===== src/rtl/shared_pkg.sv =====
// Shared types and constants for the SPI master controller and its shifter.
// Command word layout: [9:8] opcode, [7:0] payload.
package shared_pkg;

  localparam int CMD_W  = 10;
  localparam int DATA_W = 8;
  localparam int CNT_W  = 4;

  localparam logic [1:0] OP_WR_ADDR = 2'b00;
  localparam logic [1:0] OP_WR_DATA = 2'b01;
  localparam logic [1:0] OP_RD_ADDR = 2'b10;
  localparam logic [1:0] OP_RD_DATA = 2'b11;

  typedef enum logic [2:0] {
    IDLE = 3'd0,
    MODE = 3'd1,
    CMD  = 3'd2,
    GAP  = 3'd3,
    RX   = 3'd4,
    DONE = 3'd5
  } spi_mst_state_e;

  function automatic logic [1:0] opcode_of(input logic [CMD_W-1:0] cmd);
    return cmd[CMD_W-1:CMD_W-2];
  endfunction

endpackage


===== src/rtl/spi_mst_shifter.sv =====
// Datapath for the SPI master: shared bit counter, command TX shift register
// and MISO RX shift register. Sequencing is decided by the controller FSM.
module spi_mst_shifter
  import shared_pkg::*;
(
  input  logic              clk,
  input  logic              rst_n,
  input  logic              load,
  input  logic [CMD_W-1:0]  load_data,
  input  logic              tx_shift,
  input  logic              rx_shift,
  input  logic              cnt_clr,
  input  logic              cnt_inc,
  input  logic              miso,
  output logic              tx_bit,
  output logic [CNT_W-1:0]  cnt,
  output logic [DATA_W-1:0] rx_next
);

  logic [CMD_W-1:0]  tx_sr;
  logic [DATA_W-1:0] rx_sr;

  // Zero fill means MOSI naturally idles low once all command bits are out.
  always_ff @(posedge clk or negedge rst_n) begin
    if (!rst_n) begin
      tx_sr <= '0;
    end else if (load) begin
      tx_sr <= load_data;
    end else if (tx_shift) begin
      tx_sr <= {tx_sr[CMD_W-2:0], 1'b0};
    end
  end

  always_ff @(posedge clk or negedge rst_n) begin
    if (!rst_n) begin
      rx_sr <= '0;
    end else if (rx_shift) begin
      rx_sr <= rx_next;
    end
  end

  always_ff @(posedge clk or negedge rst_n) begin
    if (!rst_n) begin
      cnt <= '0;
    end else if (cnt_clr) begin
      cnt <= '0;
    end else if (cnt_inc) begin
      cnt <= cnt + 1'b1;
    end
  end

  assign rx_next = {rx_sr[DATA_W-2:0], miso};
  assign tx_bit  = tx_sr[CMD_W-1];

endmodule


===== src/rtl/spi_master_ctrl.sv =====
// SPI master controller: sends a 10-bit command frame (preceded by a mode bit)
// and, for read-data commands, waits RD_GAP cycles then captures one MISO byte.
module spi_master_ctrl
  import shared_pkg::*;
#(
  parameter int RD_GAP = 2
) (
  input  logic              clk,
  input  logic              rst_n,
  input  logic              cmd_valid,
  input  logic [CMD_W-1:0]  cmd_data,
  output logic              cmd_ready,
  output logic              rsp_valid,
  output logic [DATA_W-1:0] rsp_data,
  output logic              busy,
  output logic              SS_n,
  output logic              MOSI,
  input  logic              MISO
);

  localparam logic [CNT_W-1:0] BIT_LAST = CNT_W'(CMD_W - 1);
  localparam logic [CNT_W-1:0] GAP_LAST = CNT_W'(RD_GAP - 1);
  localparam logic [CNT_W-1:0] RX_LAST  = CNT_W'(DATA_W - 1);

  spi_mst_state_e    state, next_state;
  logic [1:0]        op;
  logic              handshake;
  logic              tx_shift, rx_shift, cnt_clr, cnt_inc, rx_done;
  logic [CNT_W-1:0]  cnt;
  logic [DATA_W-1:0] rx_next;

  assign handshake = cmd_valid && cmd_ready;

  spi_mst_shifter u_shifter (
    .clk      (clk),
    .rst_n    (rst_n),
    .load     (handshake),
    .load_data(cmd_data),
    .tx_shift (tx_shift),
    .rx_shift (rx_shift),
    .cnt_clr  (cnt_clr),
    .cnt_inc  (cnt_inc),
    .miso     (MISO),
    .tx_bit   (MOSI),
    .cnt      (cnt),
    .rx_next  (rx_next)
  );

  // The counter restarts on every state change, so each phase counts from 0.
  always_comb begin
    next_state = state;
    case (state)
      IDLE: if (handshake) next_state = MODE;
      MODE: next_state = CMD;
      CMD:  if (cnt == BIT_LAST) next_state = (op == OP_RD_DATA) ? GAP : DONE;
      GAP:  if (cnt == GAP_LAST) next_state = RX;
      RX:   if (cnt == RX_LAST) next_state = DONE;
      DONE: next_state = IDLE;
      default: next_state = IDLE;
    endcase
  end

  always_comb begin
    tx_shift = (state == CMD);
    rx_shift = (state == RX);
    cnt_clr  = (next_state != state);
    cnt_inc  = !cnt_clr && ((state == CMD) || (state == GAP) || (state == RX));
    rx_done  = (state == RX) && (next_state == DONE) && (op == OP_RD_DATA);
  end

  // Outputs are registered from next_state so they line up with the state.
  always_ff @(posedge clk or negedge rst_n) begin
    if (!rst_n) begin
      state     <= IDLE;
      op        <= OP_WR_ADDR;
      cmd_ready <= 1'b0;
      busy      <= 1'b0;
      SS_n      <= 1'b1;
      rsp_valid <= 1'b0;
      rsp_data  <= '0;
    end else begin
      state     <= next_state;
      cmd_ready <= (next_state == IDLE);
      busy      <= (next_state != IDLE);
      SS_n      <= (next_state == IDLE) || (next_state == DONE);
      rsp_valid <= rx_done;
      if (handshake) op <= opcode_of(cmd_data);
      if (rx_done) rsp_data <= rx_next;
    end
  end

endmodule


===== config.mk =====
export PLATFORM = sky130hd
export DESIGN_NAME = spi_master_ctrl
export DESIGN_NICKNAME = d
export VERILOG_FILES = /design/src/rtl/shared_pkg.sv /design/src/rtl/spi_mst_shifter.sv /design/src/rtl/spi_master_ctrl.sv
export SDC_FILE = /design/constraint.sdc
export NUM_CORES = 1
export LEC_CHECK = 0
export CAP_MARGIN = 0
export CORE_MARGIN = 1.5
export CORE_UTILIZATION = 35
export CTS_CLUSTER_SIZE = 12
export DETAILED_ROUTE_END_ITERATION = 12
export DONT_BUFFER_PORTS = 1
export GPL_ROUTABILITY_DRIVEN = 0
export PLACE_DENSITY = 0.51
export SKIP_CTS_REPAIR_TIMING = 1
export SLEW_MARGIN = 25
export SYNTH_ARGS = -nofsm -noshare
export SYNTH_HDL_FRONTEND = slang
export SYNTH_SLANG_ARGS = --single-unit

===== constraint.sdc =====
create_clock -name clk -period 3.1 [get_ports clk]
set_input_delay 0.465 -clock clk [delete_from_list [all_inputs] [get_ports clk]]
set_output_delay 0.465 -clock clk [all_outputs]
set_load 0.005 [all_outputs]

# == Word-level counts from Yosys, hierarchy flattened ==
# Index checks and enable logic that the tools add are counted.
# op_classes
n_eq_ne,10
add_sub_neg,1
reduce_logical,13
n_mux,10
# op_table
operator,n
10-bit 2-to-1 mux,2
3-bit 2-to-1 mux,5
3-bit case mux with 5 select lines,1
4-bit 2-to-1 mux,2
3-bit by 2-bit equality test with 1-bit output (second input constant),2
3-bit equality test (second input constant),2
3-bit zero test,2
4-bit by 1-bit adder with 4-bit output (second input constant),1
4-bit by 1-bit equality test with 1-bit output (second input constant),1
4-bit by 3-bit equality test with 1-bit output (second input constant),1
4-bit equality test (second input constant),1
1-bit logical AND,4
2-bit nonzero test,2
3-bit by 1-bit equality test with 1-bit output (second input constant),1
1-bit logical OR,3
3-bit != test,1
3-bit nonzero test,1
2-bit equality test (second input constant),1
1-bit zero test,1
# word_totals
register_bits,38
word_cells,44

# == Depth between registers and ports, before layout ==
# depth
depth_word,9
ltp_mapped,6

# == By module ==
# A second synthesis with hierarchy kept.
# unflattened
cells_unflattened,136
area_unflattened_um2,1757.9
# modules_own_cells
module,seq_area_each_um2,area_each_um2,instances,cells_per_inst
spi_mst_shifter,525.5,910.9,1,75
spi_master_ctrl,426.7,847.1,1,61

# == Least setup slack after synthesis ==
# No wires, ideal clock.
# synth_timing
path_type,reg2reg
from,register u_shifter.cnt[0]
to,register rsp_data[0]
period_less_slack_ps,2031
setup_slack_ps,1069
n_path_buf,0
arrival_ps,1906
stages_incl_launch_ff,6
path_cell_list,dfrtp_1 ha_1 and2b_2 a32o_2 o31ai_4 mux2_2
# synth_via
elab_chain_len,6
elab_cells_between_ends,10
# synth_lines
item,line_no,source
"start, declared",spi_mst_shifter.sv:16,"output logic [CNT_W-1:0] cnt,"
"start signal, assigned",spi_mst_shifter.sv:48,cnt <= cnt + 1'b1;
"4-bit by 3-bit equality test with 1-bit output, or another cell as far along",spi_master_ctrl.sv:57,RX: if (cnt == RX_LAST) next_state = DONE;
3-bit 2-to-1 mux (on tied branches),"spi_master_ctrl.sv:57, spi_master_ctrl.sv:55, spi_master_ctrl.sv:56",
3-bit case mux with 5 select lines (*),spi_master_ctrl.sv:52,case (state)
3-bit equality test (*),spi_master_ctrl.sv:68,rx_done = (state == RX) && (next_state == DONE) && (op == OP_RD_DATA);
1-bit logical AND (*) (2 in series),spi_master_ctrl.sv:68,
"end signal, assigned",spi_master_ctrl.sv:88,if (rx_done) rsp_data <= rx_next;
"end, declared",spi_master_ctrl.sv:14,"output logic [DATA_W-1:0] rsp_data,"
# Every way passes the cells marked *; elsewhere a longest branch is shown, timed or not.
# A chain may end at the register's enable or synchronous reset.

# == Worst setup path in the final report ==
# layout_timing
from,register u_shifter.cnt[0]
to,register rsp_data[2]
# The elaborated chain is that of the path after synthesis.

==> reports/results.ini <==
[finish]
area_growth_pct = 13.5
register_area_sq_um = 952
multi_input_area_sq_um = 696
n_fill_cell = 448
stdcell_area_sq_um = 1930
finalNetCount = 162
layout.cells.non_filler = 201
layout-drive-gt1-share = 0.245
utilization = 0.411
diodes = 0

[logic_synthesis]
synthFlopType = dfrtp_1
yosysTopAreaCell = dfrtp_1
synth_top_area_frac = 0.545
syn_inst = 143
syn-num-nets = 159
synthSimpleGateAreaFrac = 0.0965
synthDistinctLibCells = 36
synth-edff-count = 0
synth_top_family_by_area = multiplexers
synth_area_per_cell_sq_um = 11.9
muxShareOfSynthArea = 0.158
synth_fa_ha_area_frac = 0.0147
ys_warn_count = 0
seq_area_frac_synth = 0.560
synth-seq-cells = 38
synth_xor_area_frac = 0.0206
synthTopCellsByCount = dfrtp_1, nand2_1, mux2_2
synth-compound-area-share = 0.116
synth.area.top_cells = dfrtp_1, mux2_2, mux2i_1, nand2_1, o21ai_0
netlist_area_sq_um = 1700
yosysMostFrequentCell = dfrtp_1
async_flop_share = 1.00

[timing]
finalMaxSlewViolations = 0
period_needed_ns = 2.21
period_share = 0.713
final-hold-violation-count = 0
fin_skew_ns = 0.00481
fmaxAchievable_ghz = 0.453
fin_ws_ns = 0.891
worst_pin_slew_ns = 0.764
whs_ns = 0.296
grt_setup_unrepaired = no
maxSlewHeadroom = 0.484
finalSetupViolCount = 0
fin_setup_tns_ns = 0

[power]
power.leakage_nw = 0.940
p_per_area_nw_per_um2 = 938
finalPower_mw = 1.81
ir_worst_vdd_mv = 0.281

[grt]
grt_start_max_net_pins = 39
grt_overflow = 0
grt_pass1_vias = 1098
grt_util_all_layers = 0.130
grt_pass1_wl_mm = 5.15
antenna_found_initial = 0

[cts]
worstSkewPairLatency_ns = 0.29
clk_pin_slew_ns = 0.08
cts_tree = built
cts.sinks = 38
cts_root_buf = clkbuf_8
cts_inserted_buffers = 5
clk_path_buf_depth = 2
h-tree-depth = 2

[detailed_routing]
drt_iter0_drc = 43
wl_mm = 3.12
vias = 1093
antenna_left = 0
dr.pass1.iters = 4
viasPerCell = 5.44
drc = 0
wl_per_cell_um = 15.5

[worst_setup_path]
cp.arrival_ns = 2.39
worstSetupEndpointType = flop
regToRegSetupSlack_ns = 0.89
cp-startpoint = u_shifter.cnt[0]$_DFFE_PN0P_
critPathLaunchType = flop
endpoint = rsp_data[2]$_DFFE_PN0P_
crit_fanout = 9
path_class = reg2reg
r2r-start = u_shifter.cnt[0]$_DFFE_PN0P_
crit_required_ns = 3.28
r2r-end = rsp_data[2]$_DFFE_PN0P_
reg2reg_depth = 5

[status]
outcome = finished, final reports clean

[die]
start_util = 0.362
rows = 25
dieArea_sq_um = 5280
ioPinCount = 27
die_w_um = 72.7
die_h_um = 72.7
coreArea_sq_um = 4690

[flow_run]
drv_cap = 0

[placement]
dp_hpwl_mm = 2.15
dpl.cell_count = 191
portBuffers = 0
placed_cell_area_sq_um = 1750
post-place-ws_ns = 0.902

[min_path]
hp-class = in2reg

-- power breakdown --
| group | switching, mW | internal [mW] | leakage [nW] | total [mW] |
|---|---|---|---|---|
| registers | 0.134 | 0.644 | 0.497 | 0.777 |
| clock network | 0.180 | 0.322 | 0.0683 | 0.502 |
| logic | 0.278 | 0.251 | 0.374 | 0.529 |
| total | 0.592 | 1.22 | 0.940 | 1.81 |
-- routing by layer --
layer / vias up / track usage / wire length (um) / part of all wire
met5: - / 0 / 0 / 0
met4: 0 / 0.0629 / 59 / 0.019
met3: 5 / 0.0539 / 257 / 0.082
met2: 39 / 0.208 / 1430 / 0.46
met1: 543 / 0.152 / 1370 / 0.44
li1: 506 / - / - / -
-- placed cells by master (no fill, tap or decap), types with 4 or more instances in the layout --
| cell type | n |
|---|---|
| a21oi_1 | 4 |
| clkbuf_8 | 5 |
| dfrtp_1 | 37 |
| inv_1 | 6 |
| mux2_2 | 15 |
| mux2i_1 | 10 |
| nand2_1 | 17 |
| o21ai_0 | 11 |
-- registers in the layout, indices dropped and copies added (netlist names) --
| register | count |
|---|---|
| u_shifter.tx_sr | 10 |
| rsp_data | 8 |
| u_shifter.rx_sr | 7 |
| u_shifter.cnt | 4 |
| state | 3 |
| op | 2 |
| SS_n | 1 |
| busy | 1 |
| cmd_ready | 1 |
| rsp_valid | 1 |
-- kinds of logic after synthesis --
| logic type | Yosys count |
|---|---|
| AND/OR/NAND/NOR | 33 |
| XOR/XNOR | 4 |
| buffers and inverters | 14 |
| AO/OA/AOI/OAI | 27 |
| flip-flops | 38 |
| adder cells (fa/ha/maj) | 2 |
| multiplexers | 25 |
-- how the worst min path moves through the flow --
stage,start,endpoint,cells past startpoint
6_report,cmd_data[5],u_shifter.tx_sr[5]$_DFFE_PN0P_,2
5_1_grt,cmd_data[4],u_shifter.tx_sr[4]$_DFFE_PN0P_,2
4_1_cts,rst_n,u_shifter.cnt[3]$_DFFE_PN0P_,0
3_5_place_dp,rst_n,state[0]$_DFF_PN0_,0
3_3_place_gp,rst_n,state[2]$_DFF_PN0_,0
2_1_floorplan,rst_n,busy$_DFF_PN0_,0
-- cell type report --
class                      count  area share
sequential                    38       0.494
multi-input combinational     91       0.361
clock buffer                   5      0.0357
clock inverter                 3      0.0357
tap                           54      0.0350
timing repair buffer           4      0.0273
inverter                       6      0.0117
-- critical path, stage by stage (launching register included) --
cell     delay, ns
dfrtp_1       0.42
ha_1          0.22
and2b_2       0.23
a32o_2        0.31
o31ai_4       0.51
mux2_2        0.39
Power figures use the tool's default switching activity.
